===== src/rtl/mux_quad4_1.sv =====
// Four-lane, WIDTH-bit 4:1 multiplexer with a combinational output and an
// enable-gated registered copy. Each output bit is a tree of three 2:1
// selections so an unknown select bit merges candidates bit by bit.
module mux_quad4_1 #(
  parameter int unsigned           WIDTH     = 4,
  parameter logic [WIDTH-1:0]      RESET_VAL = '0
) (
  input  logic             clk,
  input  logic             rst_n,
  input  logic [WIDTH-1:0] InA,
  input  logic [WIDTH-1:0] InB,
  input  logic [WIDTH-1:0] InC,
  input  logic [WIDTH-1:0] InD,
  input  logic [1:0]       S,
  input  logic             en,
  output logic [WIDTH-1:0] Out,
  output logic [WIDTH-1:0] Out_r
);

  logic [WIDTH-1:0] ab_sel;
  logic [WIDTH-1:0] cd_sel;
  logic [WIDTH-1:0] out_q;

  // Per-bit selection tree: bit k sees only bit k of each lane.
  // The ?: operator merges both arms when the select is X/Z, leaving
  // agreeing bits intact and differing bits X.
  for (genvar k = 0; k < WIDTH; k++) begin : g_bit
    assign ab_sel[k] = S[0] ? InB[k] : InA[k];
    assign cd_sel[k] = S[0] ? InD[k] : InC[k];
    assign Out[k]    = S[1] ? cd_sel[k] : ab_sel[k];
  end

  // Output register: async reset to RESET_VAL, loads the selected lane when enabled.
  always_ff @(posedge clk or negedge rst_n) begin
    if (!rst_n) begin
      out_q <= RESET_VAL;
    end else if (en) begin
      out_q <= Out;
    end
  end

  assign Out_r = out_q;

endmodule


===== config.mk =====
export PLATFORM = sky130hd
export DESIGN_NAME = mux_quad4_1
export DESIGN_NICKNAME = d
export VERILOG_FILES = /design/src/rtl/mux_quad4_1.sv
export SDC_FILE = /design/constraint.sdc
export NUM_CORES = 1
export LEC_CHECK = 0
export CAP_MARGIN = 20
export CORE_AREA = 3 3 40 42
export DETAILED_ROUTE_END_ITERATION = 7
export DIE_AREA = 0 0 43 45
export SLEW_MARGIN = 20
export SYNTH_ARGS = -nofsm -noshare
export SYNTH_HDL_FRONTEND = slang
export SYNTH_SLANG_ARGS = --single-unit
export TNS_END_PERCENT = 50

===== constraint.sdc =====
create_clock -name clk -period 1.08 [get_ports clk]
set_input_delay 0.162 -clock clk [delete_from_list [all_inputs] [get_ports clk]]
set_output_delay 0.162 -clock clk [all_outputs]
set_load 0.05 [all_outputs]

* Word level (Yosys, flattened, before mapping)
Index checks and enable logic that the tools add are counted.
** Word-level totals
- Input port bits :: 21
- Register bits :: 4
- Word-level logic and storage cells :: 13
- Output and inout bits :: 8
- Bits in writable memories :: 0
- ROM bits :: 0
- Memories :: 0
- Bits in latches :: 0
** Operators by class
- Div/mod/pow operators :: 0
- Add/subtract/negate cells :: 0
- Multiply operators :: 0
- Bitwise gates (word level) :: 0
- Muxes and demuxes :: 12
- Magnitude comparators :: 0
- Reductions and logical operators :: 0
- Shifts and indexed selects :: 0
- Equality and inequality tests :: 0
** Operators by type and width (count)
- $mux W1 :: 12

* Longest topological paths before layout
Gate-level depths: netlist of the first run.
- Depth after elaboration :: 2
- Mapped depth :: 3
- Mapped depth without buffers :: 2

* Worst setup path before layout of the first run
OpenSTA, ideal clock, no wires.
- Path kind :: input -> output
- Start :: in S[1]
- End :: out Out[0]
- Data required time :: 918 ps
- Cell stages on the path :: 3
- Path buffers :: 1
- Arrival :: 1234 ps
- Path slack :: -316 ps
- Cells stage by stage :: buf_6 > mux2i_1 > mux2i_1
** Between the ends
- Longest elaborated chain between the ends :: 1
** Ends and longest elaborated chain
- from (decl) :: line 14 : input logic [1:0] S,
- $mux W1 :: line 30 : assign Out[k] = S[1] ? cd_sel[k] : ab_sel[k];
- to (decl) :: line 16 : output logic [WIDTH-1:0] Out,
No other way between the ends.

* Final worst setup path of the first run
- Start :: in S[1]
- End :: out Out[1]
The elaborated chain is that of the path after synthesis.

==> results of run 1 <==
-- per-layer routing --
layer | wire, um | vias to the layer above
met3 | 112 | 0
li1 | - | 194
met1 | 517 | 176
met4 | 0 | 0
met2 | 531 | 26
met5 | 0 | -
-- cells in the final DEF, fill, tap and decap left out, drive strengths merged --
master,n
nand2b,5
buf,24
mux2i,12
clkbuf,3
dfrtp,4
dlygate4sd2,16
clkdlybuf4s50,2
o221ai,4
nand2,1
-- timing repair --
| item | in CTS | in global routing |
|---|---|---|
| cloned | 0 | 0 |
| setup buffers | 5 | 0 |
| resized for setup | 45 | 1 |
| endpoints found under the setup margin | 8 | 3 |
-- per-stage QoR --
step	setup WS, ns	total power [uW]	cells	utilization (%)	area (um2)
after floorplan	-0.0765	392	28	-	329
after global placement	-0.468	686	79	61.6	792
after detailed placement	-0.480	687	79	61.6	792
after CTS	0.0196	949	86	74.2	953
after global routing	0.00610	978	86	73.7	947
final	0.0327	930	86	73.7	947
-- critical path: cells and delay by family --
family   cells  cell delay, ns
buf+inv      2            0.32
mux          2            0.39
-- worst max-delay path by stage --
stage / start / endpoint / slack (ns) / depth (start not counted)
6_report: S[1] / Out[1] / 0.03 / 4
4_1_cts: S[0] / Out[0] / 0.02 / 4
3_5_place_dp: S[1] / Out[2] / -0.48 / 5
3_3_place_gp: S[1] / Out[2] / -0.47 / 5
2_1_floorplan: S[0] / Out[0] / -0.08 / 2
5_1_grt: S[1] / Out[3] / 0.006 / 4
-- report_power, final --
part / switching (uW) / internal [uW]
Sequential: 19.9 / 170
Combinational: 253 / 311
Clock: 52.7 / 124
Total: 325 / 605
-- cell type report --
cell class                      instances  area, um2
Multi-Input combinational cell         22        348
Clock buffer                            3       22.5
Timing Repair Buffer                   42        458
Sequential cell                         4        100
Fill cell                              90        338
Tap cell                               15       18.8
-- cell families (layout without fill, tap and decap cells) --
logic type	after synthesis	in the layout	share of synthesized area, %
AO/OA/AOI/OAI	4	4	11.2
buffers and inverters	2	45	5.18
flip-flops	4	4	31.9
multiplexers	12	12	38.2
AND/OR/NAND/NOR	6	6	13.5
==> impl_metrics.json, run 1 <==
{
  "maxCapViolations": 0,
  "cts_tree": "done",
  "ant_nets": 0,
  "syn_area_um2": 314,
  "place.port_buffers": 28,
  "grt_max_degree": 9,
  "synth_edf_count": 0,
  "via_count": 396,
  "status": "completed",
  "async_reset_ff_share_pct": 100,
  "setup_viol": 0,
  "finalCritPeriodShare_pct": 97.0,
  "wl_um": 1160,
  "syn_to_final_growth_pct": 202,
  "crit_fanout": 8,
  "min_path_type": "primary input to async pin",
  "skew_ns": 0,
  "worstPathRequired_ns": 0.92,
  "yosys.area.top_type": "mux2i_1",
  "leakage_uw": 0.000401,
  "clkTransAtPathRegs_ns": 0.03,
  "cts.sinks": 4,
  "grt_first_pass_wirelength_um": 2060,
  "ys_ff_latch": 4,
  "rr_worst_depth": 2,
  "grt.busiest_layer": "met2",
  "die_x_um": 43,
  "max-slew-margin-rel_pct": 86.9,
  "die_h_um": 45,
  "fin_nets": 94,
  "finalMaxSlewViolations": 0,
  "die_area_um2": 1940,
  "rr_endpoint": "Out_r[2]",
  "antenna_found_initial": 0,
  "r2r_start": "Out_r[2]",
  "io_pins": 29,
  "antenna_cells": 0,
  "synthTopCellsByArea": "mux2i_1 (38%), dfrtp_1 (32%), o221ai_1 (11%)",
  "rsz0062_at_grt": "false",
  "drcViolationCount": 0,
  "vias_per_cell": 4.60,
  "crit_path_frequent_cell": "mux2i_4",
  "hold_violations": 0,
  "critical_path_class": "primary input to output pin",
  "syn_inst": 28,
  "row_count": 13,
  "slowest_delay_ns": 0.29,
  "powerDensity_nw_per_um2": 982,
  "r2r_setup_slack_ns": 0.34,
  "clock.fmax_mhz": 955,
  "drive_above_1_share_pct": 56.3,
  "hold_slack_ns": 0.130,
  "clkLatencyLatePin_ns": 0.23,
  "endpoint_kind": "output pin",
  "arrival_ns": 0.89,
  "setup_tns_ns": 0,
  "grtUsageMet3_pct": 4.38,
  "globalplace.congestion": 0.669,
  "crit_chain": "buf_8, mux2i_4, mux2i_4, buf_12",
  "core_um2": 1280,
  "cts_hold_buf": 0,
  "cts_root_buf": "clkbuf_4",
  "crit_path_top_delay_cell": "mux2i_4",
  "yosysMostFrequentCell": "mux2i_1",
  "start_util_pct": 24.4,
  "dr.pass1.iters": 2,
  "syn_nets": 49,
  "yosysWarnings": 0,
  "yosys.area.top_type_share_pct": 38.2,
  "cts_max_level": 1,
  "synth.distinct_cells": 8,
  "wire_per_inst_um": 13.5,
  "use_met1_pct": 18.2,
  "grtUsageMet2_pct": 22.8,
  "synth_common_cells": "mux2i_1 (12), dfrtp_1 (4), nand2b_1 (4), o221ai_1 (4)",
  "grtUsageTotal_pct": 14.8,
  "grt_overflow": 0,
  "largest_reg_flops": 4,
  "drt_iter0_drc": 2,
  "cp-start-kind": "primary input",
  "synth_ff_type": "dfrtp_1",
  "grt_pass1_vias": 455,
  "synth_seq_area_share_pct": 31.9,
  "worstMarginPinSlew_ns": 0.192,
  "period_minus_slack_ns": 1.05,
  "synth.avg_cell_area_um2": 11.2,
  "irDropWorstVdd_mv": 0.702,
  "cts_buffers": 3,
  "clock_path_buffers": 2
}
No activity file was read; power rests on OpenSTA's default activity.
==> run 2: changes to the inputs <==
==> constraint.sdc (replaced) <==
create_clock -name clk -period 1.08 [get_ports clk]
set_input_delay 0.108 -clock clk [delete_from_list [all_inputs] [get_ports clk]]
set_output_delay 0.108 -clock clk [all_outputs]
set_load 0.05 [all_outputs]
==> run 2 against run 1 <==
Design area fell by 6.6%. Worst setup slack improved by 0.022 ns. Critical path depth unchanged. Critical path type unchanged. Via count is 6.8% lower. Highest routed layer unchanged. Clock-buffer cell count did not move.
==> impl_metrics.json, run 2 (synthesis results as in run 1) <==
{
  "largest_reg_flops": 4,
  "start_util_pct": 24.4,
  "drive_above_1_share_pct": 52.2,
  "wl_um": 1040,
  "io_pins": 29,
  "rr_endpoint": "Out_r[2]",
  "cp-start-kind": "primary input",
  "cts_buffers": 3,
  "grt_overflow": 0,
  "grt_pass1_vias": 461,
  "status": "completed",
  "wire_per_inst_um": 12.4,
  "r2r_setup_slack_ns": 0.35,
  "core_um2": 1280,
  "antenna_found_initial": 0,
  "grt_max_degree": 9,
  "setup_tns_ns": 0,
  "leakage_uw": 0.000394,
  "antenna_cells": 0,
  "cts_root_buf": "clkbuf_4",
  "crit_fanout": 8,
  "irDropWorstVdd_mv": 0.744,
  "ant_nets": 0,
  "critical_path_class": "primary input to output pin",
  "die_h_um": 45,
  "setup_viol": 0,
  "fin_nets": 92,
  "via_count": 369,
  "globalplace.congestion": 0.658,
  "clkTransAtPathRegs_ns": 0.04,
  "syn_to_final_growth_pct": 182,
  "clock_path_buffers": 2,
  "maxCapViolations": 0,
  "endpoint_kind": "output pin",
  "cts.sinks": 4,
  "finalMaxSlewViolations": 0,
  "skew_ns": 0,
  "fill_cells": 96,
  "r2r_start": "Out_r[2]",
  "max-slew-margin-rel_pct": 84.9,
  "grtUsageTotal_pct": 13.5,
  "dr.pass1.iters": 2,
  "cts_max_level": 1,
  "row_count": 13,
  "arrival_ns": 0.92,
  "die_x_um": 43,
  "dpl.hpwl_um": 876,
  "min_path_type": "primary input to async pin",
  "rr_worst_depth": 2,
  "powerDensity_nw_per_um2": 1010,
  "place.port_buffers": 28,
  "finalCritPeriodShare_pct": 94.9,
  "hold_violations": 0,
  "rsz0062_at_grt": "false",
  "clock.fmax_mhz": 976,
  "worstMarginPinSlew_ns": 0.222,
  "layout_commonest_cell": "dlygate4sd2_1",
  "die_area_um2": 1940,
  "drt_iter0_drc": 3,
  "cts_tree": "done",
  "clkLatencyLatePin_ns": 0.23,
  "final_cell_count_no_fill": 84,
  "period_minus_slack_ns": 1.02,
  "vias_per_cell": 4.39,
  "critPathLaunch": "S[1]",
  "layout_common_cells": "dlygate4sd2_1 (16), buf_4 (11), buf_12 (7)",
  "dp_cells": 80,
  "drcViolationCount": 0,
  "grt_first_pass_wirelength_um": 1900,
  "worstPathRequired_ns": 0.97
}
==> run 2: cell count changes in the layout (fill, tap and decap cells not counted), sizes merged <==
| cell | previous run | this run |
|---|---|---|
| buf | 24 | 20 |
| bufbuf | 0 | 1 |
| clkdlybuf4s15 | 0 | 1 |
==> run 2: final cells by class <==
| cell class | instances | area, um2 | area share, % |
|---|---|---|---|
| flip-flops and latches | 4 | 100 | 11.3 |
| clock buffers | 3 | 22.5 | 2.55 |
| multi-input cells | 22 | 292 | 33.0 |
| repair buffers | 40 | 452 | 51.1 |
| well taps | 15 | 18.8 | 2.12 |
==> run 2: report_power, final <==
group / switching, uW / internal [uW] / leakage [uW]
logic: 230 / 294 / 0.000331
registers: 20.2 / 170 / 0.0000491
clock network: 58.1 / 124 / 0.0000138
total: 309 / 588 / 0.000394
==> run 2: timing repair <==
| action | in CTS | in global routing |
|---|---|---|
| setup buffers | 2 | 0 |
| hold buffers | 0 | 0 |
| setup endpoints to repair | 8 | 1 |
| gates resized for setup | 39 | 2 |
==> run 2: worst max-delay path: stages <==
cell	delay, ns
buf_8	0.16
mux2i_2	0.26
mux2i_1	0.10
bufbuf_16	0.29
==> run 2: worst max-delay path by stage <==
stage	to	depth (start not counted)
2_1_floorplan	Out[2]	3
3_3_place_gp	Out[3]	5
3_5_place_dp	Out[1]	5
4_1_cts	Out[3]	5
5_1_grt	Out[3]	4
6_report	Out[3]	4
==> run 2: routing by layer <==
layer	wire (um)	GRT usage (%)	vias to the layer above
met5	0	0	-
met1	441	15.7	163
met2	519	22.2	17
met3	81	3.19	0
met4	0	9.04	0
li1	-	-	189
==> run 2: through the flow <==
step | utilization [%] | worst slack [ns] | power, uW | instance area (um2) | hold slack [ns]
2_1_floorplan | - | -0.208 | 385 | 322 | -0.188
3_3_place_gp | 60.7 | -0.368 | 674 | 779 | 0.324
3_5_place_dp | 60.7 | -0.374 | 675 | 779 | 0.330
4_1_cts | 70.0 | 0.00532 | 920 | 900 | 0.0753
5_1_grt | 68.8 | 0.00666 | 954 | 885 | 0.0691
6_report | 68.8 | 0.0550 | 896 | 885 | 0.0769
